<file path="src/rtl/mem_access_ctrl_pkg.sv">
// Shared op codes, FSM state encoding and op-decode helpers for the MEM-stage
// load/store sequencer.
package mem_access_ctrl_pkg;

    localparam logic [7:0] EXE_LB_OP  = 8'b1110_0000;
    localparam logic [7:0] EXE_LH_OP  = 8'b1110_0001;
    localparam logic [7:0] EXE_LW_OP  = 8'b1110_0011;
    localparam logic [7:0] EXE_LBU_OP = 8'b1110_0100;
    localparam logic [7:0] EXE_LHU_OP = 8'b1110_0101;
    localparam logic [7:0] EXE_SB_OP  = 8'b1110_1000;
    localparam logic [7:0] EXE_SH_OP  = 8'b1110_1001;
    localparam logic [7:0] EXE_SW_OP  = 8'b1110_1011;

    typedef enum logic [1:0] {
        MEM_ST_IDLE  = 2'd0,
        MEM_ST_REQ   = 2'd1,
        MEM_ST_WAIT  = 2'd2,
        MEM_ST_DRAIN = 2'd3
    } mem_state_e;

    function automatic logic is_load_op(input logic [7:0] op);
        return (op == EXE_LB_OP) || (op == EXE_LBU_OP) || (op == EXE_LH_OP) ||
               (op == EXE_LHU_OP) || (op == EXE_LW_OP);
    endfunction

    function automatic logic is_store_op(input logic [7:0] op);
        return (op == EXE_SB_OP) || (op == EXE_SH_OP) || (op == EXE_SW_OP);
    endfunction

    // Halfwords need addr[0] clear, words need addr[1:0] clear; bytes never fault.
    function automatic logic is_misaligned(input logic [7:0] op, input logic [1:0] lo);
        case (op)
            EXE_LH_OP, EXE_LHU_OP, EXE_SH_OP: is_misaligned = lo[0];
            EXE_LW_OP, EXE_SW_OP:             is_misaligned = (lo != 2'b00);
            default:                          is_misaligned = 1'b0;
        endcase
    endfunction

endpackage

</file>
<file path="src/rtl/mem_access_ctrl_if.sv">
// Data-bus request/response signals between the MEM-stage sequencer (master)
// and the memory system (slave).
interface mem_access_ctrl_if #(
    parameter int ADDR_W = 32,
    parameter int DATA_W = 32
);
    logic              data_req;
    logic              data_wr;
    logic [3:0]        data_wen;
    logic [ADDR_W-1:0] data_addr;
    logic [DATA_W-1:0] data_wdata;
    logic              data_addr_ok;
    logic              data_data_ok;
    logic [DATA_W-1:0] data_rdata;

    modport master (
        output data_req, data_wr, data_wen, data_addr, data_wdata,
        input  data_addr_ok, data_data_ok, data_rdata
    );

    modport slave (
        input  data_req, data_wr, data_wen, data_addr, data_wdata,
        output data_addr_ok, data_data_ok, data_rdata
    );
endinterface

</file>
<file path="src/rtl/mem_access_ctrl_store_lane_gen.sv">
// Combinational big-endian byte-strobe and lane-replicated write data generator
// for SB/SH/SW; lane 3 (wen[3]) carries bits [31:24] at byte offset 00.
module store_lane_gen
    import mem_access_ctrl_pkg::*;
(
    input  logic [7:0]  op,
    input  logic [1:0]  addr_lo,
    input  logic [31:0] store_data,
    output logic [3:0]  wen,
    output logic [31:0] wdata
);
    logic [31:0] byte_rep;
    logic [31:0] half_rep;

    for (genvar gi = 0; gi < 4; gi++) begin : g_byte_rep
        assign byte_rep[gi*8 +: 8] = store_data[7:0];
    end

    for (genvar gi = 0; gi < 2; gi++) begin : g_half_rep
        assign half_rep[gi*16 +: 16] = store_data[15:0];
    end

    always_comb begin
        wen   = 4'b0000;
        wdata = 32'h0;
        case (op)
            EXE_SW_OP: begin
                wen   = 4'b1111;
                wdata = store_data;
            end
            EXE_SH_OP: begin
                wen   = addr_lo[1] ? 4'b0011 : 4'b1100;
                wdata = half_rep;
            end
            EXE_SB_OP: begin
                wen   = 4'b1000 >> addr_lo;
                wdata = byte_rep;
            end
            default: ;
        endcase
    end

endmodule

</file>
<file path="src/rtl/mem_access_ctrl.sv">
// MEM-stage load/store sequencer: one bus transaction per memory op, pipeline
// stall until completion. Optional address-error detection under MEM_ADDR_EXC_EN.
module mem_access_ctrl
    import mem_access_ctrl_pkg::*;
#(
    parameter int ADDR_W = 32,
    parameter int DATA_W = 32
) (
    input  logic              clk,
    input  logic              rst,
    input  logic              req_valid,
    input  logic [7:0]        alu_control,
    input  logic [ADDR_W-1:0] addr,
    input  logic [DATA_W-1:0] store_data,
    input  logic              flush,
    mem_access_ctrl_if.master bus,
    output logic              stall,
    output logic              done,
    output logic [DATA_W-1:0] rd_word,
    output logic [ADDR_W-1:0] rd_addr,
    output logic [7:0]        rd_op,
    output logic              adel,
    output logic              ades,
    output logic [ADDR_W-1:0] bad_vaddr
);
    mem_state_e        state_q, state_d;
    logic [ADDR_W-1:0] addr_q, addr_d;
    logic [DATA_W-1:0] wdata_q, wdata_d;
    logic [3:0]        wen_q, wen_d;
    logic              wr_q, wr_d;
    logic [7:0]        op_q, op_d;
    logic [DATA_W-1:0] rd_word_q, rd_word_d;
    logic              done_q, done_d;
    logic              adel_q, adel_d;
    logic              ades_q, ades_d;
    logic [ADDR_W-1:0] bad_vaddr_q, bad_vaddr_d;

    logic [3:0]        lane_wen;
    logic [DATA_W-1:0] lane_wdata;
    logic              is_mem;
    logic              addr_exc;
    logic              launch;

    store_lane_gen u_store_lane_gen (
        .op         (alu_control),
        .addr_lo    (addr[1:0]),
        .store_data (store_data),
        .wen        (lane_wen),
        .wdata      (lane_wdata)
    );

    always_comb begin
        is_mem = is_load_op(alu_control) || is_store_op(alu_control);
`ifdef MEM_ADDR_EXC_EN
        addr_exc = req_valid && is_mem && is_misaligned(alu_control, addr[1:0]);
`else
        addr_exc = 1'b0;
`endif
        // done_q blocks re-launching the instruction still held in EX/MEM.
        launch = !rst && (state_q == MEM_ST_IDLE) && req_valid && is_mem &&
                 !flush && !done_q && !addr_exc;
    end

    always_comb begin
        state_d     = state_q;
        addr_d      = addr_q;
        wdata_d     = wdata_q;
        wen_d       = wen_q;
        wr_d        = wr_q;
        op_d        = op_q;
        rd_word_d   = rd_word_q;
        done_d      = 1'b0;
        adel_d      = 1'b0;
        ades_d      = 1'b0;
        bad_vaddr_d = bad_vaddr_q;

        unique case (state_q)
            MEM_ST_IDLE: begin
                if (launch) begin
                    state_d = MEM_ST_REQ;
                    addr_d  = addr;
                    wdata_d = lane_wdata;
                    wen_d   = lane_wen;
                    wr_d    = is_store_op(alu_control);
                    op_d    = alu_control;
                end
            end
            MEM_ST_REQ: begin
                if (bus.data_addr_ok) begin
                    if (bus.data_data_ok) begin
                        state_d = MEM_ST_IDLE;
                        if (!flush) begin
                            done_d = 1'b1;
                            if (!wr_q) rd_word_d = bus.data_rdata;
                        end
                    end else begin
                        state_d = flush ? MEM_ST_DRAIN : MEM_ST_WAIT;
                    end
                end else if (flush) begin
                    state_d = MEM_ST_IDLE;
                end
            end
            MEM_ST_WAIT: begin
                if (bus.data_data_ok) begin
                    state_d = MEM_ST_IDLE;
                    if (!flush) begin
                        done_d = 1'b1;
                        if (!wr_q) rd_word_d = bus.data_rdata;
                    end
                end else if (flush) begin
                    state_d = MEM_ST_DRAIN;
                end
            end
            MEM_ST_DRAIN: begin
                if (bus.data_data_ok) state_d = MEM_ST_IDLE;
            end
        endcase

`ifdef MEM_ADDR_EXC_EN
        if (!rst && (state_q == MEM_ST_IDLE) && addr_exc && !flush && !done_q) begin
            adel_d      = is_load_op(alu_control);
            ades_d      = is_store_op(alu_control);
            bad_vaddr_d = addr;
        end
`endif
    end

    always_ff @(posedge clk) begin
        if (rst) begin
            state_q     <= MEM_ST_IDLE;
            addr_q      <= '0;
            wdata_q     <= '0;
            wen_q       <= '0;
            wr_q        <= 1'b0;
            op_q        <= '0;
            rd_word_q   <= '0;
            done_q      <= 1'b0;
            adel_q      <= 1'b0;
            ades_q      <= 1'b0;
            bad_vaddr_q <= '0;
        end else begin
            state_q     <= state_d;
            addr_q      <= addr_d;
            wdata_q     <= wdata_d;
            wen_q       <= wen_d;
            wr_q        <= wr_d;
            op_q        <= op_d;
            rd_word_q   <= rd_word_d;
            done_q      <= done_d;
            adel_q      <= adel_d;
            ades_q      <= ades_d;
            bad_vaddr_q <= bad_vaddr_d;
        end
    end

    assign bus.data_req   = (state_q == MEM_ST_REQ);
    assign bus.data_wr    = wr_q;
    assign bus.data_wen   = wen_q;
    assign bus.data_addr  = {addr_q[ADDR_W-1:2], 2'b00};
    assign bus.data_wdata = wdata_q;

    assign stall     = launch || (state_q != MEM_ST_IDLE);
    assign done      = done_q;
    assign rd_word   = rd_word_q;
    assign rd_addr   = addr_q;
    assign rd_op     = op_q;
    assign adel      = adel_q;
    assign ades      = ades_q;
    assign bad_vaddr = bad_vaddr_q;

endmodule
</file>
<file path="src/flat_wrapper.sv">
// flat-port wrapper written by rule: the top's interface ports become plain ports
module mem_access_ctrl_flat import mem_access_ctrl_pkg::*;
#(
    parameter int ADDR_W = 32,
    parameter int DATA_W = 32
)
  (clk, rst, req_valid, alu_control, addr, store_data, flush, stall, done, rd_word, rd_addr, rd_op, adel, ades, bad_vaddr, bus_data_req, bus_data_wr, bus_data_wen, bus_data_addr, bus_data_wdata, bus_data_addr_ok, bus_data_data_ok, bus_data_rdata);
  mem_access_ctrl_if #(.ADDR_W(ADDR_W), .DATA_W(DATA_W)) bus_i ();
  input  logic clk;
  input  logic rst;
  input  logic req_valid;
  input  logic [7:0] alu_control;
  input  logic [ADDR_W-1:0] addr;
  input  logic [DATA_W-1:0] store_data;
  input  logic flush;
  output logic stall;
  output logic done;
  output logic [DATA_W-1:0] rd_word;
  output logic [ADDR_W-1:0] rd_addr;
  output logic [7:0] rd_op;
  output logic adel;
  output logic ades;
  output logic [ADDR_W-1:0] bad_vaddr;
  output wire logic [$bits(bus_i.data_req)-1:0] bus_data_req;
  output wire logic [$bits(bus_i.data_wr)-1:0] bus_data_wr;
  output wire logic [$bits(bus_i.data_wen)-1:0] bus_data_wen;
  output wire logic [$bits(bus_i.data_addr)-1:0] bus_data_addr;
  output wire logic [$bits(bus_i.data_wdata)-1:0] bus_data_wdata;
  input wire logic [$bits(bus_i.data_addr_ok)-1:0] bus_data_addr_ok;
  input wire logic [$bits(bus_i.data_data_ok)-1:0] bus_data_data_ok;
  input wire logic [$bits(bus_i.data_rdata)-1:0] bus_data_rdata;
  assign bus_data_req = bus_i.data_req;
  assign bus_data_wr = bus_i.data_wr;
  assign bus_data_wen = bus_i.data_wen;
  assign bus_data_addr = bus_i.data_addr;
  assign bus_data_wdata = bus_i.data_wdata;
  assign bus_i.data_addr_ok = bus_data_addr_ok;
  assign bus_i.data_data_ok = bus_data_data_ok;
  assign bus_i.data_rdata = bus_data_rdata;
  mem_access_ctrl #(.ADDR_W(ADDR_W), .DATA_W(DATA_W)) u_core (.clk(clk), .rst(rst), .req_valid(req_valid), .alu_control(alu_control), .addr(addr), .store_data(store_data), .flush(flush), .bus(bus_i), .stall(stall), .done(done), .rd_word(rd_word), .rd_addr(rd_addr), .rd_op(rd_op), .adel(adel), .ades(ades), .bad_vaddr(bad_vaddr));
endmodule
</file>
<file path="config.mk">
export PLATFORM = sky130hd
export DESIGN_NAME = mem_access_ctrl_flat
export DESIGN_NICKNAME = d
export VERILOG_FILES = /design/src/rtl/mem_access_ctrl_pkg.sv /design/src/rtl/mem_access_ctrl_if.sv /design/src/rtl/mem_access_ctrl_store_lane_gen.sv /design/src/rtl/mem_access_ctrl.sv /design/src/flat_wrapper.sv
export SDC_FILE = /design/constraint.sdc
export NUM_CORES = 1
export LEC_CHECK = 0
export BUFFER_PORTS_ARGS = -buffer_cell sky130_fd_sc_hd__clkbuf_2
export CAP_MARGIN = 15
export CORE_AREA = 2 2 112 114
export CTS_BUF_LIST = sky130_fd_sc_hd__clkbuf_4 sky130_fd_sc_hd__clkbuf_8
export DETAILED_ROUTE_END_ITERATION = 10
export DIE_AREA = 0 0 114 116
export PLACE_DENSITY = 0.76
export SLEW_MARGIN = 10
export SYNTH_ARGS = -nofsm -noshare
export SYNTH_HDL_FRONTEND = slang
export SYNTH_SLANG_ARGS = --single-unit
</file>
<file path="constraint.sdc">
create_clock -name clk -period 6.5 [get_ports clk]
set_clock_uncertainty 0.2 [all_clocks]
set_input_delay 0 -clock clk [delete_from_list [all_inputs] [get_ports clk]]
set_output_delay 0 -clock clk [all_outputs]
set_load 0.02 [all_outputs]
</file>
==> results of run 1 <==
==> routing by layer <==
layer	routed length [um]	vias up	share of wire, %
met5	0	-	0
met1	5939	2321	38
met4	368	0	2.4
met2	8200	221	53
li1	-	2466	-
met3	1043	29	6.7
==> flip-flops by register name (all words and copies together) (netlist names) <==
register,flops
u_core.rd_op,8
u_core.bus.data_wen,4
u_core.state_q,2
u_core.bus.data_wdata,32
u_core.rd_word,32
u_core.done,1
u_core.bus.data_wr,1
u_core.rd_addr,32
==> worst paths after layout <==
path	startpoint	to	slack, ns	cells after the start
max	alu_control[1]	stall	3.36	7
max reg2reg	u_core.state_q[0]$_SDFFE_PP0P_	u_core.state_q[1]$_SDFFE_PP0P_	3.64	7
min reg2reg	u_core.bus.data_wdata[19]$_SDFFE_PP0P_	u_core.bus.data_wdata[19]$_SDFFE_PP0P_	0.26	2
min	flush	u_core.state_q[0]$_SDFFE_PP0P_	0.06	4
==> metrics by stage <==
| stage | total power (uW) | hold slack (ns) | instances |
|---|---|---|---|
| global route | 1339 | 0.08642 | 1043 |
| floorplan | 793.4 | -0.06400 | 621 |
| detailed placement | 829.9 | 0.02857 | 916 |
| global placement | 829.9 | 0.02384 | 916 |
| finish | 1283 | 0.05988 | 1043 |
| CTS | 1294 | 0.04029 | 1042 |
==> cells by family after synthesis <==
family,synth area share (%)
multiplexers,2.082
other,0.07801
buffers and inverters,14.00
adder cells (fa/ha/maj),1.301
AO/OA/AOI/OAI,18.61
AND/OR/NAND/NOR,17.28
flip-flops,46.64
==> synthesized netlist by cell type (2+ instances only) <==
| master | instances |
|---|---|
| and2_1 | 2 |
| nand3_1 | 8 |
| nand2_1 | 147 |
| a22oi_1 | 18 |
| nor2_1 | 37 |
| mux2i_1 | 10 |
| buf_2 | 12 |
| a22o_1 | 8 |
| dfxtp_1 | 112 |
| o2bb2ai_1 | 16 |
| ha_1 | 5 |
| clkbuf_1 | 24 |
| a21o_1 | 4 |
| a21oi_1 | 91 |
| buf_4 | 66 |
| o21ai_0 | 3 |
| nor2b_1 | 3 |
| inv_1 | 5 |
==> placed cells by master, fill, tap and decap left out, types with 9 or more instances in the layout <==
master / netlist / final
a21oi_1: 91 / 90
a22oi_1: 18 / 18
clkbuf_2: 1 / 250
clkbuf_8: 0 / 9
conb_1: 1 / 36
dfxtp_1: 112 / 112
dlygate4sd3_1: 0 / 111
mux2i_1: 10 / 10
nand2_1: 147 / 147
nor2_1: 37 / 37
o2bb2ai_1: 16 / 16
==> where the power goes <==
| group | total [uW] | internal, uW | switching [uW] |
|---|---|---|---|
| registers | 691 | 689 | 2.13 |
| clock network | 410 | 182 | 229 |
| logic | 182 | 88.8 | 92.7 |
==> area by class of cell <==
type | count | area, um^2 | share of cell area (%)
timing repair buffer | 364 | 2397 | 33.88
sequential | 112 | 2242 | 31.69
multi-input combinational | 400 | 2044 | 28.89
tap | 147 | 183.9 | 2.599
clock buffer | 10 | 131.4 | 1.857
clock inverter | 5 | 57.56 | 0.8134
inverter | 5 | 18.77 | 0.2653
==> worst reg2reg max path, cell delays in order, from the launching register on <==
cell       delay [ns]
dfxtp_1          0.38
inv_1            0.11
ha_1             0.25
nor3b_2          0.18
o2111ai_1        0.25
a21o_2           0.84
a221o_1          0.38
mux2i_1          0.20
==> impl_metrics.ini, run 1 <==
[grt]
gr-usage-met1_pct = 24.50
grt_use_met2_pct = 42.34
grt_use_met3_pct = 4.498
first_global_vias = 4858
gr-total-overflow = 0
top_usage_layer = met2
grt_usage_pct = 22.43
antenna_found_initial = 0
grt_pass1_wl_mm = 23.64
grt_start_max_net_pins = 97

[sta]
fin_tns_setup_ns = 0
post-route-min-period_ns = 3.141
setup_violations = 0
timing.fmax_mhz = 318.4
rsz0062_at_grt = no
slew_violations = 0
hold_viol_final = 0
post-route-period-util_pct = 48.32
worstMarginPinSlew_ns = 1.096
relSlewSlack_pct = 26.96
postLayoutSetupSlackWorst_ns = 3.359

[finish]
fin_nets = 1007
area_growth_pct = 47.19
fill_cells = 1063
antenna_cells = 0
drive_gt1_share_pct = 30.58
fin_area_um2 = 7076
fin_util_pct = 59.40

[power_and_ir_drop]
ir_drop_uv = 86.65
power.density_nw_per_um2 = 181.4
leakagePower_uw = 0.003208

[clocking]
htree_num_levels = 3
cts_resized = 0
cts_buffers = 9
hold_buffers = 111
clk_pin_slew_ns = 0.09
clk_latency_ns = 0.36
clock_path_buffers = 2
postCtsSetupBuffers = 0
cts.sinks = 112
cts_tree = done
cts-root-buf = clkbuf_8

[place]
place_congestion = 0.7650
dp_hpwl_mm = 10.03
portBuffers = 251
dp_slack_ns = 3.148
placed_area_um2 = 5756

[status]
status = finished, final reports clean

[drt]
ant_nets = 0
drc = 0
drt_iter0_markers = 297
wl_mm = 15.55
vias = 5037
firstDrtPassIters = 4
avgViaCountPerCell = 4.829
wl_per_cell_um = 14.91

[floorplan]
io_pins = 288
core_area_um2 = 11910
initial_core_util_pct = 40.36
die_area_um2 = 13220
die_h_um = 116
die_w_um = 114
rows = 40

[synthesis]
yosysSeqAreaShare_pct = 46.64
syn_avg_cell_area_um2 = 8.203
ys_types = 33
synth_edf_count = 0
yosysTopAreaCell = dfxtp_1
syn-instance-count = 586
yosys-top-cells-area = dfxtp_1, nand2_1, buf_4
synth-main-ff-cell = dfxtp_1
ys_ff_latch = 112
async_reset_ff_share_pct = 0
synth_top_area_share_pct = 46.64
syn_area_um2 = 4807
ys_warn_count = 0

[setup_path]
cp-start-kind = primary input
cp_common_cell = clkbuf_2
path_cells = dlygate4sd3_1 -> clkbuf_2 -> inv_1 -> o2111ai_1 -> a21o_2 -> nand2_1 -> clkbuf_2
endpoint_kind = output port
path_buf_inv = 4
arrival_ns = 2.94
cp_max_fo = 58
cp_top_family = buffers and inverters
worstPathRequired_ns = 6.30
critPathMaxStageDelay_ns = 0.84
criticalPathCategory = primary input to output port
cp_slowest_cell = a21o_2

[run]
drv_cap = 0

[hold_path]
hold_class = primary input to register
Note: power is estimated with default switching activity, not from simulation.
==> run 2: changes to the inputs <==
Clock period 6.5 ns to 2.9 ns, I/O delays scaled along.
==> run 2 against run 1 <==
Effect of this change:
- wire length rose by 2.1%
- combinational power rose by 130%
- highest routed layer unchanged
- largest cell class unchanged
- via count rose by 1.6%
- non-clock buffer count rose by 7
- first-iteration DRC count fell by 15%
==> impl_metrics.ini, run 2 (same netlist as run 1, synthesis figures left out) <==
[clocking]
cts.sinks = 112
postCtsSetupBuffers = 0
hold_buffers = 110
cts_tree = done
cts_resized = 0
clk_pin_slew_ns = 0.10
htree_num_levels = 3
cts-root-buf = clkbuf_8
clk_latency_ns = 0.36
cts_buffers = 9
clock_path_buffers = 2

[sta]
rsz0062_at_grt = no
post-route-period-util_pct = 87.52
post-route-min-period_ns = 2.538
relSlewSlack_pct = 33.97
worstMarginPinSlew_ns = 0.9904
setup_violations = 0
slew_violations = 0
fin_tns_setup_ns = 0
timing.fmax_mhz = 394.0
hold_viol_final = 0

[drt]
avgViaCountPerCell = 4.887
drt_iter0_markers = 251
vias = 5117
wl_per_cell_um = 15.17
firstDrtPassIters = 4
ant_nets = 0
drc = 0
wl_mm = 15.88

[setup_path]
reg2reg_from = u_core.state_q[0]$_SDFFE_PP0P_
critPathMaxStageDelay_ns = 0.45
cp_slowest_cell = buf_4
cp_max_fo = 40
path_cells = inv_1 -> ha_1 -> nor3b_2 -> o2111ai_1 -> a21o_2 -> buf_4 -> nand2_1 -> a21oi_1
crit_start = u_core.state_q[0]$_SDFFE_PP0P_
endpoint_kind = register
cp_top_family = compound AO/OA/AOI/OAI gates
path_buf_inv = 2
criticalPathCategory = register to register
reg2reg_slack_ns = 0.36
cp-start-kind = register
arrival_ns = 2.62
worstPathRequired_ns = 2.98

[grt]
grt_usage_pct = 22.90
antenna_found_initial = 0
grt_pass1_wl_mm = 23.93
grt_start_max_net_pins = 96
gr-total-overflow = 0
first_global_vias = 4840

[finish]
mostFrequentLayoutCells = clkbuf_2, nand2_1, dfxtp_1, dlygate4sd3_1, a21oi_1
mostFrequentLayoutCell = clkbuf_2
layout.cells.non_filler = 1047
drive_gt1_share_pct = 30.92
fill_cells = 1046
multi_input_area_um2 = 2044
seqCellArea_um2 = 2242
area_growth_pct = 47.92
fin_area_um2 = 7111
fin_nets = 1014

[status]
status = finished, final reports clean

[power_and_ir_drop]
finalPower_uw = 2917
leakagePower_uw = 0.003232
ir_drop_uv = 278.4
power.density_nw_per_um2 = 410.3

[place]
place_congestion = 0.7835
placedCellCount = 925
dp_hpwl_mm = 10.21
placed_area_um2 = 5823
portBuffers = 251

[floorplan]
initial_core_util_pct = 40.36
rows = 40
io_pins = 288
die_w_um = 114
core_area_um2 = 11910
die_h_um = 116
die_area_um2 = 13220

[hold_path]
worstHoldStart = rst
hold_class = primary input to register

[run]
drv_cap = 0
==> run 2: where the power goes <==
group / total [uW] / switching (uW) / internal [uW]
registers: 1550 / 4.70 / 1540
logic: 414 / 210 / 204
clock network: 954 / 490 / 464
total: 2920 / 705 / 2210
==> run 2: worst register-to-register path, delay by kind of cell (launching register included) <==
kind	cells	cell delay, ns
compound gates	3	0.75
buf+inv	2	0.56
flops	1	0.38
fa+ha+maj	1	0.25
simple gates	2	0.31
==> run 2: through the flow <==
| stage | setup WS [ns] | util (%) | hold slack (ns) |
|---|---|---|---|
| floorplan | 0.7372 | - | -0.06400 |
| global placement | 0.5135 | 48.89 | 0.02411 |
| finish | 0.3620 | 59.70 | 0.02809 |
| detailed placement | 0.3784 | 48.89 | 0.02854 |
| CTS | 0.3443 | 59.67 | 0.02582 |
| global route | 0.1787 | 59.67 | 0.08778 |
==> run 2: metal layers <==
| layer | vias up | part of all wire [%] | global-route usage, % |
|---|---|---|---|
| li1 | 2473 | - | - |
| met1 | 2365 | 37 | 24.36 |
| met2 | 239 | 52 | 42.50 |
| met3 | 40 | 7.4 | 6.695 |
| met4 | 0 | 3.0 | 9.268 |
| met5 | - | 0 | 0 |
==> run 2: layout make-up <==
type / instances / share of cell area [%]
antenna: 1 / 0.03519
clock buffer: 9 / 1.742
clock inverter: 2 / 0.8446
inverter: 5 / 0.2639
multi-input combinational: 400 / 28.75
sequential: 112 / 31.53
tap: 147 / 2.587
timing repair buffer: 371 / 34.24
==> run 2: worst paths after layout <==
| path | end | cells after the start |
|---|---|---|
| setup / recovery | u_core.rd_addr[27]$_SDFFE_PP0P_ | 8 |
| hold / removal | u_core.bus.data_wen[1]$_SDFFE_PP0P_ | 6 |
| setup reg to reg | u_core.rd_addr[27]$_SDFFE_PP0P_ | 8 |
| hold reg to reg | u_core.rd_word[5]$_SDFFE_PP0P_ | 2 |
==> run 3: changes to the inputs <==
Settings changed: CORE_AREA 2 2 112 114 to 2 2 113 115, DIE_AREA 0 0 114 116 to 0 0 115 117, PLACE_DENSITY 0.76 to 0.75.
==> run 3 against run 2 <==
Effect of this change:
- register-to-register slack worse by 0.18 ns
- clock power is 8.5% lower
- power is 2.7% lower
- non-clock buffer count is 9 higher
- largest cell class unchanged
- highest routed layer unchanged
==> impl_metrics.ini, run 3 (same netlist as run 1, synthesis figures left out) <==
[drt]
firstDrtPassIters = 4
vias = 5162
wl_mm = 15.94
avgViaCountPerCell = 4.852
ant_nets = 0
drt_iter0_markers = 222
drc = 0
wl_per_cell_um = 14.98

[clocking]
cts-root-buf = clkbuf_8
clock_path_buffers = 2
cts.sinks = 112
cts_tree = done
htree_num_levels = 3
cts_buffers = 9
clk_latency_ns = 0.37
postCtsSetupBuffers = 0
clk_pin_slew_ns = 0.11

[finish]
mostFrequentLayoutCell = clkbuf_2
mostFrequentLayoutCells = clkbuf_2, nand2_1, dlygate4sd3_1, dfxtp_1, a21oi_1
area_growth_pct = 50.05
antenna_cells = 0
fill_cells = 1102
drive_gt1_share_pct = 31.18
layout.cells.non_filler = 1064
fin_nets = 1024

[sta]
timing.fmax_mhz = 366.3
hold_viol_final = 0
worstMarginPinSlew_ns = 0.9821
slew_violations = 0
fin_tns_setup_ns = 0
rsz0062_at_grt = no
setup_violations = 0
post-route-min-period_ns = 2.730
post-route-period-util_pct = 94.13
relSlewSlack_pct = 34.53
holdWs_ns = 0.03005

[power_and_ir_drop]
ir_drop_uv = 265.0
power.density_nw_per_um2 = 393.4
leakagePower_uw = 0.003247

[grt]
antenna_found_initial = 0
first_global_vias = 4816
gr-total-overflow = 0
grt_start_max_net_pins = 95
grt_usage_pct = 22.32
grt_pass1_wl_mm = 23.67

[status]
status = finished, final reports clean

[setup_path]
cp_slowest_cell = dfxtp_1
criticalPathCategory = register to output port
arrival_ns = 2.53
path_buf_inv = 3
cp_top_family = buffers and inverters
critPathMaxStageDelay_ns = 0.35
path_cells = inv_1 -> ha_1 -> nor3b_2 -> o2111ai_2 -> a21o_4 -> buf_4 -> nand2_1 -> clkbuf_2
worstPathRequired_ns = 2.70
cp-start-kind = register
cp_max_fo = 36
endpoint_kind = output port

[place]
dp_hpwl_mm = 10.17
place_congestion = 0.7468
portBuffers = 251
placedCellCount = 927

[floorplan]
io_pins = 288
die_w_um = 115
initial_core_util_pct = 39.04
core_area_um2 = 12310
die_h_um = 117
rows = 41
die_area_um2 = 13460

[hold_path]
hold_class = primary input to register

[run]
drv_cap = 0
## run 3: cell count changes in the layout (fill, tap and decap cells not counted), sizes merged
| cell | previous run | this run |
|---|---|---|
| a21o | 4 | 5 |
| bufinv | 2 | 0 |
| clkbuf | 259 | 260 |
| clkinv | 0 | 2 |
| clkinvlp | 0 | 2 |
| diode | 1 | 0 |
| dlygate4sd3 | 110 | 119 |
| inv | 5 | 7 |
## run 3: report_power, final
part	internal (uW)	total [uW]	switching [uW]	leakage (uW)
registers	1540	1550	4.99	0.000902
clock network	326	873	547	0.0000865
logic	205	415	210	0.00226
## run 3: final timing paths
path	startpoint	endpoint	slack, ns	depth (start not counted)
max	u_core.state_q[0]$_SDFFE_PP0P_	stall	0.17	8
min	bus_data_addr_ok	u_core.state_q[1]$_SDFFE_PP0P_	0.03	4
max reg2reg	u_core.state_q[1]$_SDFFE_PP0P_	u_core.rd_word[1]$_SDFFE_PP0P_	0.18	7
min reg2reg	u_core.rd_word[17]$_SDFFE_PP0P_	u_core.rd_word[17]$_SDFFE_PP0P_	0.26	2
## run 3: metrics by stage
step	utilization [%]	area, um^2	setup slack (ns)	total power (uW)
after floorplan	-	4938	0.7372	1778
after global placement	47.27	5819	0.3733	1863
after detailed placement	47.27	5819	0.3145	1865
after CTS	58.27	7174	0.01086	2858
after global routing	58.59	7213	0.009670	2964
final	58.59	7213	0.1702	2838
## run 3: routing by layer
metal	wire, um	vias up	track usage (%)
li1	-	2501	-
met1	6210	2417	24.99
met2	8290	209	40.43
met3	941	35	5.201
met4	501	0	10.04
met5	0	-	0
## run 3: cell type report
| cell class | count | area (um^2) | area share [%] |
|---|---|---|---|
| Sequential cell | 112 | 2242 | 31.08 |
| Multi-Input combinational cell | 401 | 2066 | 28.64 |
| Timing Repair Buffer | 380 | 2525 | 35.00 |
| Clock inverter | 6 | 42.54 | 0.5898 |
| Inverter | 5 | 18.77 | 0.2602 |
| Clock buffer | 10 | 131.4 | 1.821 |
| Tap cell | 150 | 187.7 | 2.602 |
## run 3: repair_timing
item | in CTS | in global routing
endpoints found under the setup margin | 0 | 1
hold buffers | 118 | 1
gates resized for setup | 0 | 2
hold endpoints to repair | 108 | 5
## run 3: worst min-delay path: stages
cell	delay [ns]
clkbuf_2	0.11
nor2_1	0.15
a221o_1	0.22
mux2i_1	0.08
